===== config.mk =====
export PLATFORM = sky130hd
export DESIGN_NAME = stdout_uart_tx
export DESIGN_NICKNAME = d
export VERILOG_FILES = /design/src/rtl/stdout_uart_tx.sv
export SDC_FILE = /design/constraint.sdc
export NUM_CORES = 1
export LEC_CHECK = 0
export ABC_AREA = 1
export CORE_MARGIN = 8
export CORE_UTILIZATION = 55
export DETAILED_ROUTE_END_ITERATION = 8
export PLACE_DENSITY = 0.75
export SYNTH_ARGS = -nofsm -noshare
export SYNTH_HDL_FRONTEND = slang
export SYNTH_SLANG_ARGS = --single-unit

===== constraint.sdc =====
create_clock -name clk -period 2.1 [get_ports clk]
set_clock_uncertainty 0.05 [all_clocks]
set_input_delay 0.42 -clock clk [delete_from_list [all_inputs] [get_ports clk]]
set_output_delay 0.42 -clock clk [all_outputs]
set_load 0.01 [all_outputs]

===== src/rtl/stdout_uart_tx.sv =====
`default_nettype none
// ============================================================================
// Module   : stdout_uart_tx
// Brief    : FIFO-buffered UART transmitter for the CPU stdout byte strobe.
//            Define VERIFUCK_UART_PARITY_EN to insert a parity bit.
// Revision : 1.0 - initial parametrised release
// ============================================================================

module stdout_uart_tx #(
    parameter int DATA_BITS  = 8,
    parameter int STOP_BITS  = 1,
    parameter int BAUD_DIV   = 3,
    parameter int FIFO_DEPTH = 16,
    parameter int PARITY_ODD = 0
) (
    input  logic                 clk,
    input  logic                 rst,
    input  logic [DATA_BITS-1:0] stdout,
    input  logic                 stdout_en,
    output logic                 stdout_full,
    output logic                 uart_tx_pin,
    output logic                 busy,
    output logic                 overflow
);

    localparam int c_PW = $clog2(FIFO_DEPTH);
    localparam int c_CW = c_PW + 1;
    localparam int c_BW = (BAUD_DIV > 1) ? $clog2(BAUD_DIV) : 1;

    localparam logic [c_BW-1:0] c_BAUD_LAST = c_BW'(BAUD_DIV - 1);
    localparam logic [c_CW-1:0] c_FULL_CNT  = c_CW'(FIFO_DEPTH);
    localparam logic [3:0]      c_DATA_LAST = 4'(DATA_BITS - 1);
    localparam logic [3:0]      c_STOP_LAST = 4'(STOP_BITS - 1);

    localparam logic [2:0] c_IDLE   = 3'd0;
    localparam logic [2:0] c_START  = 3'd1;
    localparam logic [2:0] c_DATA   = 3'd2;
    localparam logic [2:0] c_STOP   = 3'd4;
`ifdef VERIFUCK_UART_PARITY_EN
    localparam logic [2:0] c_PARITY = 3'd3;
    localparam logic       c_PAR_INV = (PARITY_ODD != 0);
`endif

    logic [DATA_BITS-1:0] r_mem [FIFO_DEPTH];
    logic [c_PW-1:0]      r_wr_ptr;
    logic [c_PW-1:0]      r_rd_ptr;
    logic [c_CW-1:0]      r_count;
    logic                 r_full;
    logic                 r_overflow;
    logic                 r_busy;

    logic [2:0]           r_state;
    logic [c_BW-1:0]      r_baud_cnt;
    logic [3:0]           r_bit_cnt;
    logic [DATA_BITS-1:0] r_shift;
`ifdef VERIFUCK_UART_PARITY_EN
    logic                 r_parity;
`endif

    logic [2:0]           w_state_next;
    logic                 w_pop;
    logic                 w_push;
    logic                 w_baud_tc;
    logic                 w_fifo_nonempty;
    logic [c_CW-1:0]      w_count_next;
    logic                 w_pin;

    assign w_push          = stdout_en & ~r_full;
    assign w_baud_tc       = (r_baud_cnt == c_BAUD_LAST);
    assign w_fifo_nonempty = (r_count != '0);

    always_comb begin
        w_count_next = r_count;
        case ({w_push, w_pop})
            2'b10:   w_count_next = r_count + 1'b1;
            2'b01:   w_count_next = r_count - 1'b1;
            default: w_count_next = r_count;
        endcase
    end

    // Storage is not reset; occupancy is tracked solely by the pointers/count.
    always_ff @(posedge clk) begin
        if (w_push) begin
            r_mem[r_wr_ptr] <= stdout;
        end
    end

    always_ff @(posedge clk) begin
        if (rst) begin
            r_wr_ptr   <= '0;
            r_rd_ptr   <= '0;
            r_count    <= '0;
            r_full     <= 1'b0;
            r_overflow <= 1'b0;
            r_busy     <= 1'b0;
        end else begin
            if (w_push) begin
                r_wr_ptr <= r_wr_ptr + 1'b1;
            end
            if (w_pop) begin
                r_rd_ptr <= r_rd_ptr + 1'b1;
            end
            r_count <= w_count_next;
            r_full  <= (w_count_next == c_FULL_CNT);
            if (stdout_en && r_full) begin
                r_overflow <= 1'b1;
            end
            r_busy <= (w_state_next != c_IDLE) || (w_count_next != '0);
        end
    end

    // FSM state register and datapath counters
    always_ff @(posedge clk) begin
        if (rst) begin
            r_state    <= c_IDLE;
            r_baud_cnt <= '0;
            r_bit_cnt  <= '0;
            r_shift    <= '0;
`ifdef VERIFUCK_UART_PARITY_EN
            r_parity   <= 1'b0;
`endif
        end else begin
            r_state <= w_state_next;
            if (r_state == c_IDLE || w_baud_tc) begin
                r_baud_cnt <= '0;
            end else begin
                r_baud_cnt <= r_baud_cnt + 1'b1;
            end
            if (r_state == c_IDLE || (w_baud_tc && w_state_next != r_state)) begin
                r_bit_cnt <= '0;
            end else if (w_baud_tc) begin
                r_bit_cnt <= r_bit_cnt + 1'b1;
            end
            if (w_pop) begin
                r_shift <= r_mem[r_rd_ptr];
            end else if (r_state == c_DATA && w_baud_tc) begin
                r_shift <= r_shift >> 1;
            end
`ifdef VERIFUCK_UART_PARITY_EN
            if (w_pop) begin
                r_parity <= (^r_mem[r_rd_ptr]) ^ c_PAR_INV;
            end
`endif
        end
    end

    // Next-state logic; a pop always coincides with entering START
    always_comb begin
        w_state_next = r_state;
        w_pop        = 1'b0;
        case (r_state)
            c_IDLE: begin
                if (w_fifo_nonempty) begin
                    w_pop        = 1'b1;
                    w_state_next = c_START;
                end
            end
            c_START: begin
                if (w_baud_tc) begin
                    w_state_next = c_DATA;
                end
            end
            c_DATA: begin
                if (w_baud_tc && r_bit_cnt == c_DATA_LAST) begin
`ifdef VERIFUCK_UART_PARITY_EN
                    w_state_next = c_PARITY;
`else
                    w_state_next = c_STOP;
`endif
                end
            end
`ifdef VERIFUCK_UART_PARITY_EN
            c_PARITY: begin
                if (w_baud_tc) begin
                    w_state_next = c_STOP;
                end
            end
`endif
            c_STOP: begin
                if (w_baud_tc && r_bit_cnt == c_STOP_LAST) begin
                    if (w_fifo_nonempty) begin
                        w_pop        = 1'b1;
                        w_state_next = c_START;
                    end else begin
                        w_state_next = c_IDLE;
                    end
                end
            end
            default: w_state_next = c_IDLE;
        endcase
    end

    always_comb begin
        w_pin = 1'b1;
        case (r_state)
            c_START: w_pin = 1'b0;
            c_DATA:  w_pin = r_shift[0];
`ifdef VERIFUCK_UART_PARITY_EN
            c_PARITY: w_pin = r_parity;
`endif
            default: w_pin = 1'b1;
        endcase
    end

    assign uart_tx_pin = w_pin;
    assign stdout_full = r_full;
    assign busy        = r_busy;
    assign overflow    = r_overflow;

endmodule

`default_nettype wire


### Word-level counts from Yosys, hierarchy flattened

Memories as Yosys holds them, arrays and structs flattened. A register that Yosys moved wholly into a read port is not among the register bits.
Cells that the tools add are included.

* register bits after elaboration: 33
* bits in writable memories: 128
* input bits: 11
* output and inout bits: 4
* logic and storage cells: 61
* memories kept: 1

* add/sub/neg operators: 6
* equality and inequality tests: 9
* muxes and demuxes: 17
* bitwise logic cells: 2
* reductions and logical operators: 16

Memories
* r_mem: words 16, bits a word 8, read ports 1, clocked after memory_dff 1, write ports 1, line 44 `logic [DATA_BITS-1:0] r_mem [FIFO_DEPTH];`

Operator list (number)
* $mux W8: 2
* $add A4 B1 Y4 const B: 3
* $mux W3: 4
* $pmux W3 S4: 1
* $pmux W5 S2: 1
* $reduce_bool A5 Y1: 2
* $mux W4: 2
* $add A5 B1 Y5 const B: 1
* $eq A5 B5 Y1 const B: 1
* $logic_and A1 B1 Y1: 5
* $mux W1: 5
* $sub A5 B1 Y5 const B: 1
* $eq A2 B2 Y1 const B: 2
* $eq A4 B3 Y1 const B: 1
* $logic_not A4 Y1: 1
* $pmux W1 S2: 2
* $reduce_or A2 Y1: 2
* $eq A3 B1 Y1 const B: 1
* $eq A3 B2 Y1 const B: 1
* $eq A3 B3 Y1 const B: 1
* $logic_not A3 Y1: 1
* $logic_or A1 B1 Y1: 3
* $ne A3 B3 Y1: 1
* $reduce_bool A3 Y1: 1
* other kinds (5): 5

### Depth between registers and ports, before layout

Gate-level depths: netlist of run 1.

* depth after elaboration: 8
* depth in mapped cells: 21

### Worst setup path before layout of run 1

Ideal clock, no wire load.

* path type: flip-flop to flip-flop
* start point: reg r_baud_cnt[0]
* end point: reg r_busy, in the netlist busy
* data arrival time: 2.089 ns
* slack: -0.167 ns
* stages on the path, launching flop included: 16
* path buffers: 2
* period minus slack after synthesis: 2.267 ns
* cell sequence: dfxtp_1 inv_1 ha_1 buf_4 nand2_2 inv_2 a21oi_2 nor2_4 buf_2 ha_1 o21ai_0 nand2_1 nor2_1 nand3_1 nor2_1 nor2_1

* word-level cells in the longest chain between the ends: 8
* elaborated cells on any way between the ends: 15
* those cells by class: eq/ne (3); mux (7); reduce/logical (5)

Ends and longest elaborated chain
* start, declared: line 53 `logic [c_BW-1:0] r_baud_cnt;`
* start signal, assigned: line 127 `r_baud_cnt <= r_baud_cnt + 1'b1;`
* $eq A2 B2 Y1 (*): line 69 `assign w_baud_tc = (r_baud_cnt == c_BAUD_LAST);`
* $logic_and A1 B1 Y1: line 180 `if (w_baud_tc && r_bit_cnt == c_STOP_LAST) begin`
* $mux W1: line 180
* $pmux W1 S2: line 151 `case (r_state)`
* $eq A2 B1 Y1 or $eq A2 B2 Y1 (tied branches): line 74 `case ({w_push, w_pop})`
* $pmux W5 S2: line 74
* $reduce_bool A5 Y1: line 108 `r_busy <= (w_state_next != c_IDLE) || (w_count_next != '0);`
* $logic_or A1 B1 Y1 (*): line 108
* end signal, assigned: line 108
* end, declared: line 50 `logic r_busy;`

Mark *: on every way between the ends. The rest lies on a longest branch, timed or not.
A chain may end at the register's enable or synchronous reset.

### Worst setup path in the final report of run 1

* start point: reg r_bit_cnt[1]
* end point: reg r_count[2]

* word-level cells in the longest chain between the ends: 6
* elaborated cells on any way between the ends: 7
* those cells by class: eq/ne (2); mux (3); reduce/logical (2)

Ends and longest elaborated chain
* start, declared: line 54 `logic [3:0] r_bit_cnt;`
* start signal, assigned: line 132 `r_bit_cnt <= r_bit_cnt + 1'b1;`
* $logic_not A4 Y1 (*): line 180
* $logic_and A1 B1 Y1 (*): line 180
* $mux W1 (*): line 180
* $pmux W1 S2 (*): line 151
* $eq A2 B1 Y1 or $eq A2 B2 Y1 (tied branches): line 74
* $pmux W5 S2 (*): line 74
* end signal, assigned: line 103 `r_count <= w_count_next;`
* end, declared: line 47 `logic [c_CW-1:0] r_count;`

Marked as above.

==> results.json, run 1 <==
{
  "setup_violations": 2,
  "tightest_slew_ns": 0.665,
  "min_from": "r_baud_cnt[0]$_SDFF_PP0_",
  "max_freq_mhz": 473,
  "numClockSinks": 165,
  "dp_slack_ns": -0.531,
  "slowest_stage": "dfxtp_2",
  "fin_ws_ns": -0.0122,
  "final_common_cell": "edfxtp_1",
  "whs_ns": 0.358,
  "hold_viol_final": 0,
  "cts_made_buffers": 17,
  "clock_latency_ns": 0.43,
  "synthesis.area_um2": 6860,
  "antenna_found_initial": 0,
  "synth_fa_ha_area_share_pct": 1.82,
  "num_vias": 4929,
  "nets": 690,
  "netlist_instances": 602,
  "path_cells": "inv_2 > ha_4 > nand2_2 > inv_2 > a21oi_4 > nor2_4 > nand3_2 > nand2_2 > inv_2 > ha_4 > a21oi_4 > nand3b_1 > nand3_2 > buf_4 > buf_4 > a21oi_1",
  "seq_area_frac_synth_pct": 66.8,
  "wl_per_cell_um": 18.6,
  "grt_use_total_pct": 20.4,
  "io_pins": 15,
  "cts_max_level": 4,
  "async_flop_share_pct": 0,
  "synthSimpleGateAreaFrac_pct": 13.1,
  "synth_top_family_by_area": "compound AO/OA/AOI/OAI gates",
  "crit_family": "simple AND/OR/NAND/NOR gates",
  "finalWirelength_mm": 15.9,
  "post-route-period-util_pct": 101,
  "slew_headroom_pct": 55.5,
  "post-synth-top-area-cell": "edfxtp_1",
  "crit_required_ns": 2.41,
  "synth_compound_area_share_pct": 13.4,
  "crit_top_cell": "inv_2",
  "die_y_um": 128,
  "synth_seq_cells": 165,
  "yosysWarnings": 0,
  "drt-initial-drc-count": 499,
  "period_minus_slack_ns": 2.11,
  "rows": 41,
  "gp_congestion": 0.860,
  "worst-path-buf-inv": 5,
  "cap_violations": 0,
  "violations": "setup timing",
  "utilization_pct": 66.4,
  "rr_worst_depth": 16,
  "synth_cell_types": 42,
  "placed_cells": 812,
  "clockRootBuffer": "clkbuf_16",
  "cts_tree": "done",
  "synth_top_area_share_pct": 56.0,
  "core_um2": 12400,
  "avgSynthCellArea_um2": 11.4,
  "ir_drop_mv": 1.20,
  "grt_overflow_total": 0,
  "drive_gt1_share_pct": 20.5,
  "timing.rr.end": "r_count[2]$_SDFF_PP0_",
  "die_area_um2": 16300,
  "grt_setup_unrepaired": "yes",
  "synthTopCellsByArea": "edfxtp_1 56%, dfxtp_1 11%, nor2_1 5.4%",
  "syn_nets": 623,
  "hold_path_depth": 1,
  "portBuffers": 14,
  "die_w_um": 128,
  "min_path_type": "reg2reg",
  "ys.flop_type": "edfxtp_1",
  "clk_pin_slew_ns": 0.06,
  "p_per_area_nw_per_um2": 1300,
  "final_cell_mix": "128 x edfxtp_1, 98 x nor2_1, 63 x o21ai_0, 63 x buf_4, 53 x nand2_1",
  "areaGrowthSynthToFinish_pct": 20.2,
  "synthMuxAreaShare_pct": 0,
  "arrival_ns": 2.42,
  "worstHoldEndpoint": "r_baud_cnt[0]$_SDFF_PP0_",
  "grt_pass1_wl_mm": 25.3,
  "clockBufferDepth": 2,
  "worstSetupStartpointType": "flop",
  "diodes": 0,
  "max_stage_delay_ns": 0.33,
  "drc": 0,
  "ant_nets": 0,
  "first_global_vias": 4990,
  "grt_max_degree": 49,
  "status": "finished, violations left",
  "p_leak_nw": 2.92,
  "path_max_fanout": 3,
  "filler_cell_count": 914,
  "r2r-start": "r_bit_cnt[1]$_SDFFE_PP0P_",
  "dp.final_hpwl_mm": 9.88,
  "drv_slew": 0,
  "synthXorXnorAreaFrac_pct": 0.657,
  "drt_pre_antenna_iters": 5,
  "viasPerCell": 5.77,
  "rrSetupSlack_ns": -0.01,
  "instances_no_fill": 854,
  "initial_core_util_pct": 55.3,
  "endpoint_kind": "flop",
  "critical_path_class": "reg2reg",
  "synth_edf_count": 128
}
==> routing by layer <==
| metal | wire, um | global-route usage, % | vias up |
|---|---|---|---|
| li1 | - | - | 2311 |
| met1 | 6490 | 24.5 | 2362 |
| met2 | 7700 | 33.1 | 216 |
| met3 | 1280 | 6.53 | 40 |
| met4 | 413 | 9.37 | 0 |
| met5 | 0 | 0 | - |
==> cell type report <==
| cell class | count | area [um2] | share of cell area, % |
|---|---|---|---|
| Clock buffer | 18 | 429 | 5.21 |
| Clock inverter | 14 | 125 | 1.52 |
| Inverter | 37 | 139 | 1.68 |
| Multi-Input combinational cell | 369 | 2110 | 25.6 |
| Sequential cell | 165 | 4590 | 55.7 |
| Tap cell | 172 | 215 | 2.61 |
| Timing Repair Buffer | 79 | 639 | 7.76 |
==> worst max path at each step <==
stage,from,to,slack (ns),cells past startpoint
4_1_cts,r_bit_cnt[1]$_SDFFE_PP0P_,busy$_SDFF_PP0_,-0.002,18
3_5_place_dp,stdout_en,busy$_SDFF_PP0_,-0.53,16
5_1_grt,r_baud_cnt[0]$_SDFF_PP0_,r_bit_cnt[1]$_SDFFE_PP0P_,-0.15,12
3_3_place_gp,stdout_en,busy$_SDFF_PP0_,-0.45,16
2_1_floorplan,r_baud_cnt[0]$_SDFF_PP0_,busy$_SDFF_PP0_,0.008,15
6_report,r_bit_cnt[1]$_SDFFE_PP0P_,r_count[2]$_SDFF_PP0_,-0.01,16
==> repair_timing <==
action	in CTS	in global routing
setup buffers	7	3
pin swaps	11	8
gates resized for setup	23	7
endpoints found under the setup margin	5	11
hold buffers	0	0
endpoints found under the hold margin	0	0
==> power by group <==
part	switching, mW	internal (mW)	leakage, nW
clock network	1.27	1.64	0.274
registers	0.149	3.76	1.46
logic	2.30	1.63	1.19
total	3.72	7.03	2.92
==> sequential cells by signal (all words and copies together) (netlist names), named ones only <==
register     cells
r_state          3
r_wr_ptr         4
busy             1
r_baud_cnt       2
overflow         1
r_count          5
r_bit_cnt        4
r_mem          128
r_rd_ptr         4
r_shift          8
stdout_full      1
==> per-stage QoR <==
step                instance area [um2]   TNS, ns  power (mW)
floorplan                          6890         0        6.35
global placement                   7520    -33.29        7.37
detailed placement                 7520    -40.87        7.49
CTS                                8210  -0.00227        10.6
global route                       8240    -0.819        11.3
finish                             8240   -0.0170        10.7
==> cells in the mapped netlist, drive strengths merged, types with 6 or more instances <==
master and instances:
a21oi 31, a31o 7, a31oi 8, buf 19, clkbuf 12, dfxtp 37, edfxtp 128, ha 10
inv 36, nand2 62, nand3 28, nor2 103, o211ai 6, o21ai 66, o221ai 22, o22ai 6
==> worst register-to-register path, stage by stage, from the launching register on <==
cell and delay (ns):
dfxtp_2 0.33, inv_2 0.07, ha_4 0.13, nand2_2 0.05, inv_2 0.08, a21oi_4 0.06
nor2_4 0.13, nand3_2 0.09, nand2_2 0.08, inv_2 0.05, ha_4 0.16, a21oi_4 0.16
nand3b_1 0.16, nand3_2 0.09, buf_4 0.13, buf_4 0.12, a21oi_1 0.10
==> cells by family after synthesis <==
| kind of cell | count (synthesis) |
|---|---|
| adder cells (fa/ha/maj) | 10 |
| flip-flops | 165 |
| AND/OR/NAND/NOR | 205 |
| AO/OA/AOI/OAI | 151 |
| XOR/XNOR | 3 |
| buffers and inverters | 68 |
(Power assumes the default switching activity.)
==> run 2: changes to the inputs <==
--- a/config.mk
+++ b/config.mk
@@ -6,7 +6,7 @@
 export NUM_CORES = 1
 export LEC_CHECK = 0
 export ABC_AREA = 1
-export CORE_MARGIN = 8
+export CORE_MARGIN = 5
 export CORE_UTILIZATION = 55
 export DETAILED_ROUTE_END_ITERATION = 8
 export PLACE_DENSITY = 0.75
==> results.json, run 2 (same netlist as run 1, synthesis figures left out) <==
{
  "period_minus_slack_ns": 2.18,
  "grt_overflow_total": 0,
  "drv_slew": 0,
  "rrSetupSlack_ns": -0.08,
  "clk_pin_slew_ns": 0.06,
  "largest_registers": "r_mem: 128 flops, r_shift: 8 flops, r_count: 5 flops",
  "endpoint_kind": "flop",
  "place_area_um2": 7470,
  "initial_core_util_pct": 56.6,
  "finalWirelength_mm": 15.7,
  "slew_headroom_pct": 59.4,
  "timing.rr.end": "busy$_SDFF_PP0_",
  "first_global_vias": 4897,
  "nets": 675,
  "numClockSinks": 165,
  "worstSetupStartpointType": "flop",
  "post-route-period-util_pct": 104,
  "grt_max_degree": 65,
  "p_per_area_nw_per_um2": 1350,
  "filler_cell_count": 846,
  "path_cells": "inv_2 > ha_4 > nand2_2 > inv_2 > nand2_2 > nand2_4 > nand4_4 > nand2_2 > nand2_2 > inv_2 > ha_4 > a21oi_4 > nor2_2 > nand2_1 > nand2_2 > nand3_1 > nand2_1 > nand3_1 > nor2_1 > nor2_1",
  "fin_ws_ns": -0.0753,
  "clockRootBuffer": "clkbuf_16",
  "die_area_um2": 14800,
  "crit_required_ns": 2.37,
  "portBuffers": 14,
  "top_layer": "met4",
  "clock_latency_ns": 0.43,
  "drc": 0,
  "tightest_slew_ns": 0.607,
  "crit_family": "simple AND/OR/NAND/NOR gates",
  "die_w_um": 122,
  "setup_violations": 1,
  "min_path_type": "reg2reg",
  "ant_nets": 0,
  "fin_area_um2": 8230,
  "ir_drop_mv": 1.10,
  "whs_ns": 0.356,
  "grt_setup_unrepaired": "yes",
  "grt_use_total_pct": 22.2,
  "gp_congestion": 0.831,
  "drt_pre_antenna_iters": 5,
  "wl_met3_mm": 1.24,
  "die_y_um": 122,
  "status": "finished, violations left",
  "critical_path_class": "reg2reg",
  "largest_register_ffs": 128,
  "dp.final_hpwl_mm": 9.33,
  "crit_top_cell": "nand2_2",
  "wl_per_cell_um": 18.8,
  "seq_area_um2": 4590,
  "arrival_ns": 2.44,
  "startpoint": "r_bit_cnt[0]$_SDFFE_PP0P_",
  "hold_viol_final": 0,
  "cap_violations": 0,
  "path_max_fanout": 3,
  "largest_register": "r_mem",
  "rr_worst_depth": 20,
  "final_common_cell": "edfxtp_1",
  "drive_gt1_share_pct": 19.0,
  "hold_path_depth": 1,
  "clockBufferDepth": 2,
  "wl_met2_mm": 7.79,
  "cts_made_buffers": 17,
  "worst-path-buf-inv": 3,
  "viasPerCell": 5.88,
  "violations": "setup timing",
  "max_freq_mhz": 460,
  "hold_buffers": 0,
  "p_leak_nw": 2.90,
  "drt-initial-drc-count": 553,
  "max_stage_delay_ns": 0.32,
  "cts_tree": "done",
  "r2r-start": "r_bit_cnt[0]$_SDFFE_PP0P_",
  "m1WireLength_mm": 6.29,
  "placed_cells": 799,
  "core_um2": 12100,
  "areaGrowthSynthToFinish_pct": 20.0,
  "instances_no_fill": 835,
  "diodes": 0,
  "setup.worst_path.end": "busy$_SDFF_PP0_",
  "io_pins": 15,
  "grt_pass1_wl_mm": 24.8,
  "critical_path_depth": 20,
  "antenna_found_initial": 0,
  "multi_input_area_um2": 2100,
  "slowest_stage": "dfxtp_2",
  "final_cell_mix": "128 x edfxtp_1, 99 x nor2_1, 62 x o21ai_0, 53 x nand2_1, 47 x buf_4",
  "num_vias": 4912,
  "cts_max_level": 4,
  "rows": 40
}
==> run 2: cell count changes in the layout (fill, tap and decap cells not counted), moves of 2 or more <==
cell       change
bufinv_16      +3
buf_12         +2
buf_4         -16
inv_8          +2
clkinv_2       -3
==> run 2: worst min path at each step <==
| stage | startpoint | endpoint | slack [ns] |
|---|---|---|---|
| 2_1_floorplan | r_baud_cnt[0]$_SDFF_PP0_ | r_baud_cnt[0]$_SDFF_PP0_ | 0.34 |
| 3_3_place_gp | r_baud_cnt[0]$_SDFF_PP0_ | r_baud_cnt[0]$_SDFF_PP0_ | 0.35 |
| 3_5_place_dp | r_baud_cnt[0]$_SDFF_PP0_ | r_baud_cnt[0]$_SDFF_PP0_ | 0.36 |
| 4_1_cts | r_baud_cnt[0]$_SDFF_PP0_ | r_baud_cnt[0]$_SDFF_PP0_ | 0.37 |
| 5_1_grt | r_baud_cnt[0]$_SDFF_PP0_ | r_baud_cnt[0]$_SDFF_PP0_ | 0.38 |
| 6_report | r_baud_cnt[0]$_SDFF_PP0_ | r_baud_cnt[0]$_SDFF_PP0_ | 0.36 |
==> run 2: final cells by class <==
cell class,instances,area share [%]
repair buffers,64,6.66
inverters,37,1.69
clock inverters,15,2.64
multi-input cells,369,25.5
well taps,168,2.55
clock buffers,17,5.17
flip-flops and latches,165,55.8
==> run 2: per-stage QoR <==
stage	setup slack, ns	utilization, %	total power, mW	setup TNS [ns]
finish	-0.0753	68.0	11.1	-0.0753
global route	-0.189	68.0	11.7	-0.365
CTS	0.00499	67.5	11.0	0
detailed placement	-0.533	61.7	7.50	-37.31
global placement	-0.457	61.7	7.36	-30.03
floorplan	0.00824	-	6.35	0
==> run 2: power by group <==
part	switching [mW]	internal, mW	total (mW)
registers	0.130	3.76	3.89
logic	2.31	1.56	3.87
clock network	1.34	2.02	3.36
total	3.77	7.35	11.1
==> run 2: per-layer routing <==
metal  up-vias  GRT usage [%]
li1       2275              -
met1      2374           28.6
met2       229           36.7
met3        34           4.97
met4         0           8.75
met5         -              0
==> run 2: what timing repair did <==
item,4_1_cts,5_1_grt
endpoints found under the setup margin,5,8
resized for setup,16,14
pin swaps,9,13
setup buffers,2,2
==> run 3: changes to the inputs <==
--- a/config.mk
+++ b/config.mk
@@ -7,8 +7,10 @@
 export LEC_CHECK = 0
 export ABC_AREA = 1
 export CORE_MARGIN = 5
-export CORE_UTILIZATION = 55
+export CORE_UTILIZATION = 57
 export DETAILED_ROUTE_END_ITERATION = 8
+export DONT_BUFFER_PORTS = 1
+export GPL_ROUTABILITY_DRIVEN = 0
 export PLACE_DENSITY = 0.75
 export SYNTH_ARGS = -nofsm -noshare
 export SYNTH_HDL_FRONTEND = slang
==> results.json, run 3 (same netlist as run 1, synthesis figures left out) <==
{
  "critical_path_class": "reg2reg",
  "grt_overflow_total": 0,
  "power.internal_mw": 7.18,
  "finalWirelength_mm": 15.7,
  "endpoint_kind": "flop",
  "antenna_found_initial": 0,
  "filler_cell_count": 818,
  "grt_setup_unrepaired": "yes",
  "wl_per_cell_um": 19.6,
  "numClockSinks": 165,
  "die_w_um": 120,
  "num_vias": 4830,
  "p_seq_share_pct": 36.2,
  "clock_latency_ns": 0.43,
  "final_cell_mix": "128 x edfxtp_1, 99 x nor2_1, 61 x o21ai_0, 52 x nand2_1, 44 x buf_4",
  "max_freq_mhz": 471,
  "drc": 0,
  "arrival_ns": 2.40,
  "cts_max_level": 4,
  "tightest_slew_ns": 0.573,
  "clkPwrFrac_pct": 30.3,
  "nets": 660,
  "utilization_pct": 67.6,
  "period_minus_slack_ns": 2.12,
  "worstSetupStartpointType": "flop",
  "violations": "setup timing",
  "status": "finished, violations left",
  "clk_pin_slew_ns": 0.06,
  "initial_core_util_pct": 57.6,
  "largest_register_ffs": 128,
  "drt-initial-drc-count": 486,
  "min_path_type": "in2reg",
  "die_area_um2": 14300,
  "crit_required_ns": 2.37,
  "switching_share_pct": 33.5,
  "p_sw_mw": 3.61,
  "placed_cells": 758,
  "largest_registers": "r_mem: 128 flops, r_shift: 8 flops, r_count: 5 flops",
  "largest_register": "r_mem",
  "grt_pass1_wl_mm": 24.6,
  "drt_pre_antenna_iters": 5,
  "slew_headroom_pct": 61.7,
  "comb_power_share_pct": 33.5,
  "rrSetupSlack_ns": -0.02,
  "portBuffers": 0,
  "setup_tns_ns": -0.0444,
  "drv_slew": 0,
  "grt_max_degree": 65,
  "post-route-period-util_pct": 101,
  "cap_violations": 0,
  "whs_ns": 0.0148,
  "setup_violations": 2,
  "clockRootBuffer": "clkbuf_16",
  "drive_gt1_share_pct": 17.9,
  "die_y_um": 120,
  "p_leak_nw": 2.82,
  "ir_drop_mv": 1.07,
  "instances_no_fill": 799,
  "p_per_area_nw_per_um2": 1340,
  "io_pins": 15,
  "core_um2": 11900,
  "final_common_cell": "edfxtp_1",
  "dp_slack_ns": -0.0552,
  "fin_ws_ns": -0.0245,
  "rows": 40,
  "dp.final_hpwl_mm": 9.40,
  "first_global_vias": 4708,
  "viasPerCell": 6.05,
  "cts_tree": "done",
  "hold_buffers": 2,
  "ant_nets": 0,
  "clockBufferDepth": 2,
  "diodes": 0,
  "hold_viol_final": 0,
  "grt_use_total_pct": 22.9,
  "path_max_fanout": 3,
  "cts_made_buffers": 17,
  "areaGrowthSynthToFinish_pct": 17.3
}
==> run 3: changes by cell type in the layout (fill, tap and decap cells not counted), moves of 2 or more <==
cell	previous run	this run
clkdlybuf4s50_1	13	0
buf_4	47	44
dlygate4sd3_1	0	2
clkinv_1	1	5
==> run 3: worst max-delay path: stages (launching register included) <==
cell     delay [ns]
dfxtp_2        0.32
inv_2          0.07
ha_4           0.13
nand2_2        0.04
inv_2          0.07
a21oi_4        0.06
nor2_4         0.11
nand3_2        0.12
nand2_2        0.09
inv_2          0.05
ha_4           0.16
a21oi_4        0.16
nor2_2         0.07
nand3_1        0.09
nand3_1        0.10
nand2_1        0.10
nand3_1        0.08
nor2_1         0.10
nor2_1         0.05
==> run 3: stage by stage <==
step	area, um2	total power [mW]
after floorplan	6890	6.35
after global placement	7260	7.11
after detailed placement	7260	7.24
after CTS	8020	10.7
after global routing	8050	11.3
final	8050	10.8
==> run 3: final cells by class <==
type / instances / area (um2) / area share (%)
Sequential cell: 165 / 4590 / 57.0
Multi-Input combinational cell: 369 / 2100 / 26.0
Clock buffer: 17 / 425 / 5.29
Timing Repair Buffer: 49 / 410 / 5.10
Clock inverter: 15 / 200 / 2.49
Tap cell: 147 / 184 / 2.29
Inverter: 37 / 141 / 1.76
==> run 3: path summary, 6_finish.rpt <==
kind / to / cells past startpoint / start
worst min-delay path: busy$_SDFF_PP0_ / 1 / rst
worst max-delay path: busy$_SDFF_PP0_ / 18 / r_bit_cnt[1]$_SDFFE_PP0P_
worst min register to register: r_baud_cnt[0]$_SDFF_PP0_ / 1 / r_baud_cnt[0]$_SDFF_PP0_
worst max register to register: busy$_SDFF_PP0_ / 18 / r_bit_cnt[1]$_SDFFE_PP0P_
==> run 3: timing repair <==
| item | in CTS | in global routing |
|---|---|---|
| pin swaps | 13 | 7 |
| endpoints found under the hold margin | 13 | 3 |
| setup endpoints to repair | 4 | 8 |
| gates resized for setup | 17 | 9 |
| buffers inserted | 7 | 1 |
==> run 3: per-layer routing <==
metal	track usage, %	vias to the layer above	share of wire (%)
li1	-	2253	-
met1	29.8	2348	41
met3	4.95	30	7.7
met4	9.02	0	1.9
met2	37.7	199	49
met5	0	-	0
==> run 3: power groups by stage <==
stage / Clock, mW / Combinational [mW] / Sequential (mW)
6_report: 3.27 / 3.62 / 3.91
5_1_grt: 3.47 / 3.94 / 3.93
4_1_cts: 3.30 / 3.48 / 3.90
3_5_place_dp: 0 / 3.27 / 3.96
3_3_place_gp: 0 / 3.15 / 3.95
2_1_floorplan: 0 / 2.42 / 3.94
==> RTL edit, RTL diff (flow settings as in run 3) <==
Build with the macro `VERIFUCK_UART_PARITY_EN` defined.
--- a/src/rtl/stdout_uart_tx.sv
+++ b/src/rtl/stdout_uart_tx.sv
@@ -5,6 +5,8 @@
 //            Define VERIFUCK_UART_PARITY_EN to insert a parity bit.
 // Revision : 1.0 - initial parametrised release
 // ============================================================================
+
+`define VERIFUCK_UART_PARITY_EN
 
 module stdout_uart_tx #(
     parameter int DATA_BITS  = 8,
Check against the original RTL: no difference found for any inputs over 10 cycles, from zero or initial values and one cycle with rst high; that may be too few to reach the edited logic, so the function may still have changed.
==> RTL edit against run 3 <==
- the flow still finishes with violations (negative setup slack)
- combinational power rose by 9.4%
- critical endpoint is now stdout_full
- sequential cell count rose by 1
- global-route usage rose by 0.64 points
- worst hold slack got worse by 0.0051 ns
- utilization rose by 2.0 points
- total power rose by 0.29%
- routed wire length rose by 8.1%
- cell count rose by 26%
- highest routed layer unchanged
- non-clock buffer count rose by 24
- worst setup slack got worse by 0.48 ns
- final area rose by 8.6%
- clock power fell by 8.9%
- area after synthesis rose by 6.5%
==> RTL edit: results (changes against run 3) <==
stage,metric,value,unit,change
finish,inverter count,89,,was 37
drt,1st-iter DRT viols,631,,was 486
placed_design,hpwl dp,10800,um,was 9400 um
finish,multi-input gate count,473,,was 369
clock_network,clock net sink count,166,,was 165
yosys,register area share after synthesis,63.0,%,was 66.8%
yosys,Syn Nets,778,,was 623
yosys,largest family of logic cells by synthesized area,simple AND/OR/NAND/NOR gates,,was compound AO/OA/AOI/OAI gates
worst_setup_path,CP Max Fanout,4,,was 3
power_and_ir_drop,maximum VDD drop,1.01,mV,was 1.07 mV
yosys,area share of fa/ha/maj cells after synthesis,1.88,%,was 1.82%
worst_setup_path,FF-to-FF path depth,17,,was 18
yosys,top post-synthesis cells by area,"edfxtp_1 (53%), nand2_1 (11%), dfxtp_1 (10%)",,"was edfxtp_1 (56%), dfxtp_1 (11%), nor2_1 (5.4%)"
finish,nets,842,,was 660
min_path,Hold Crit Endpoint,r_count[0],,was busy
placed_design,Cells after DPL,959,,was 758
yosys,multiplexer area fraction after synthesis,0.137,%,was 0%
yosys,Gate Count Post-Synth,756,,was 602
finish,Non-clk bufs,73,,was 49
finish,clk tree area frac,6.41,%,was 7.77%
worst_setup_path,Crit Reg-Reg Endpoint,stdout_full,,was busy
worst_setup_path,worst path arrival time,2.91,ns,was 2.40 ns
timing,Final Setup Violations,5,,was 2
outcome,failing checks,negative setup slack,,unchanged
finish,sequential share of cell area,52.7,%,was 57.0%
finish,Signal buf overhead,7.53,%,was 5.10%
global_route,vias in the first global route,5362,,"was 4,708"
timing,WHS,0.00966,ns,was 0.0148 ns
finish,multi-input gate share of total cell area,26.9,%,was 26.0%
finish,layout cells sized above 1,16.9,%,was 17.9%
yosys,Cell variety after synth,30,,was 42
outcome,outcome,"finished, violations left",,unchanged
drt,Avg WL per Cell,16.9,um,was 19.6 um
yosys,Synth Area in XOR/XNOR,1.08,%,was 0.657%
timing,Final WS setup,-0.506,ns,was -0.0245 ns
finish,multi-input logic area,2350,um^2,was 2100 um^2
[RTL edit: layer usage]
layer  global-route usage [%]  part of all wire (%)  up-vias  routed length, um
met1                     30.7                    40     2638               6820
met4                     9.62                   2.3        0                382
met2                     38.3                    49      226               8330
li1                         -                     -     2637                  -
met3                     5.40                   8.4       36               1420
met5                        0                     0        -                  0
[RTL edit: how the worst max path moves through the flow]
stage / end / slack (ns) / cells past startpoint
2_1_floorplan: busy / -0.50 / 18
3_3_place_gp: busy / -0.40 / 17
3_5_place_dp: stdout_full / -0.59 / 17
4_1_cts: r_count[4] / -0.48 / 17
5_1_grt: busy / -0.62 / 18
6_report: stdout_full / -0.51 / 17
[RTL edit: what timing repair did]
item	in CTS	in global routing
pin swaps	8	12
setup buffers	9	5
hold endpoints to repair	10	8
gates resized for setup	8	42
hold buffers	4	2
setup endpoints to repair	7	8
[RTL edit: power breakdown]
group,switching [mW],leakage (nW),internal [mW]
logic,2.33,1.86,1.63
registers,0.129,1.47,3.76
clock network,1.23,0.269,1.74
total,3.69,3.60,7.14
[RTL edit: metrics by stage]
step	power [mW]	TNS [ns]	setup WS, ns	util, %
finish	10.8	-1.76	-0.506	69.5
CTS	10.5	-1.98	-0.485	68.3
global route	11.5	-2.38	-0.617	69.5
global placement	7.18	-1.20	-0.397	62.8
detailed placement	7.34	-2.05	-0.588	62.8
floorplan	6.34	-1.53	-0.495	-
[RTL edit: critical path: cells and delay by family (launching register included)]
family | cells | cell delay [ns]
AND/OR/NAND/NOR | 5 | 0.63
buffers and inverters | 3 | 0.27
adder cells (fa/ha/maj) | 3 | 0.50
XOR/XNOR | 2 | 0.41
AO/OA/AOI/OAI | 4 | 0.34
flip-flops | 1 | 0.33
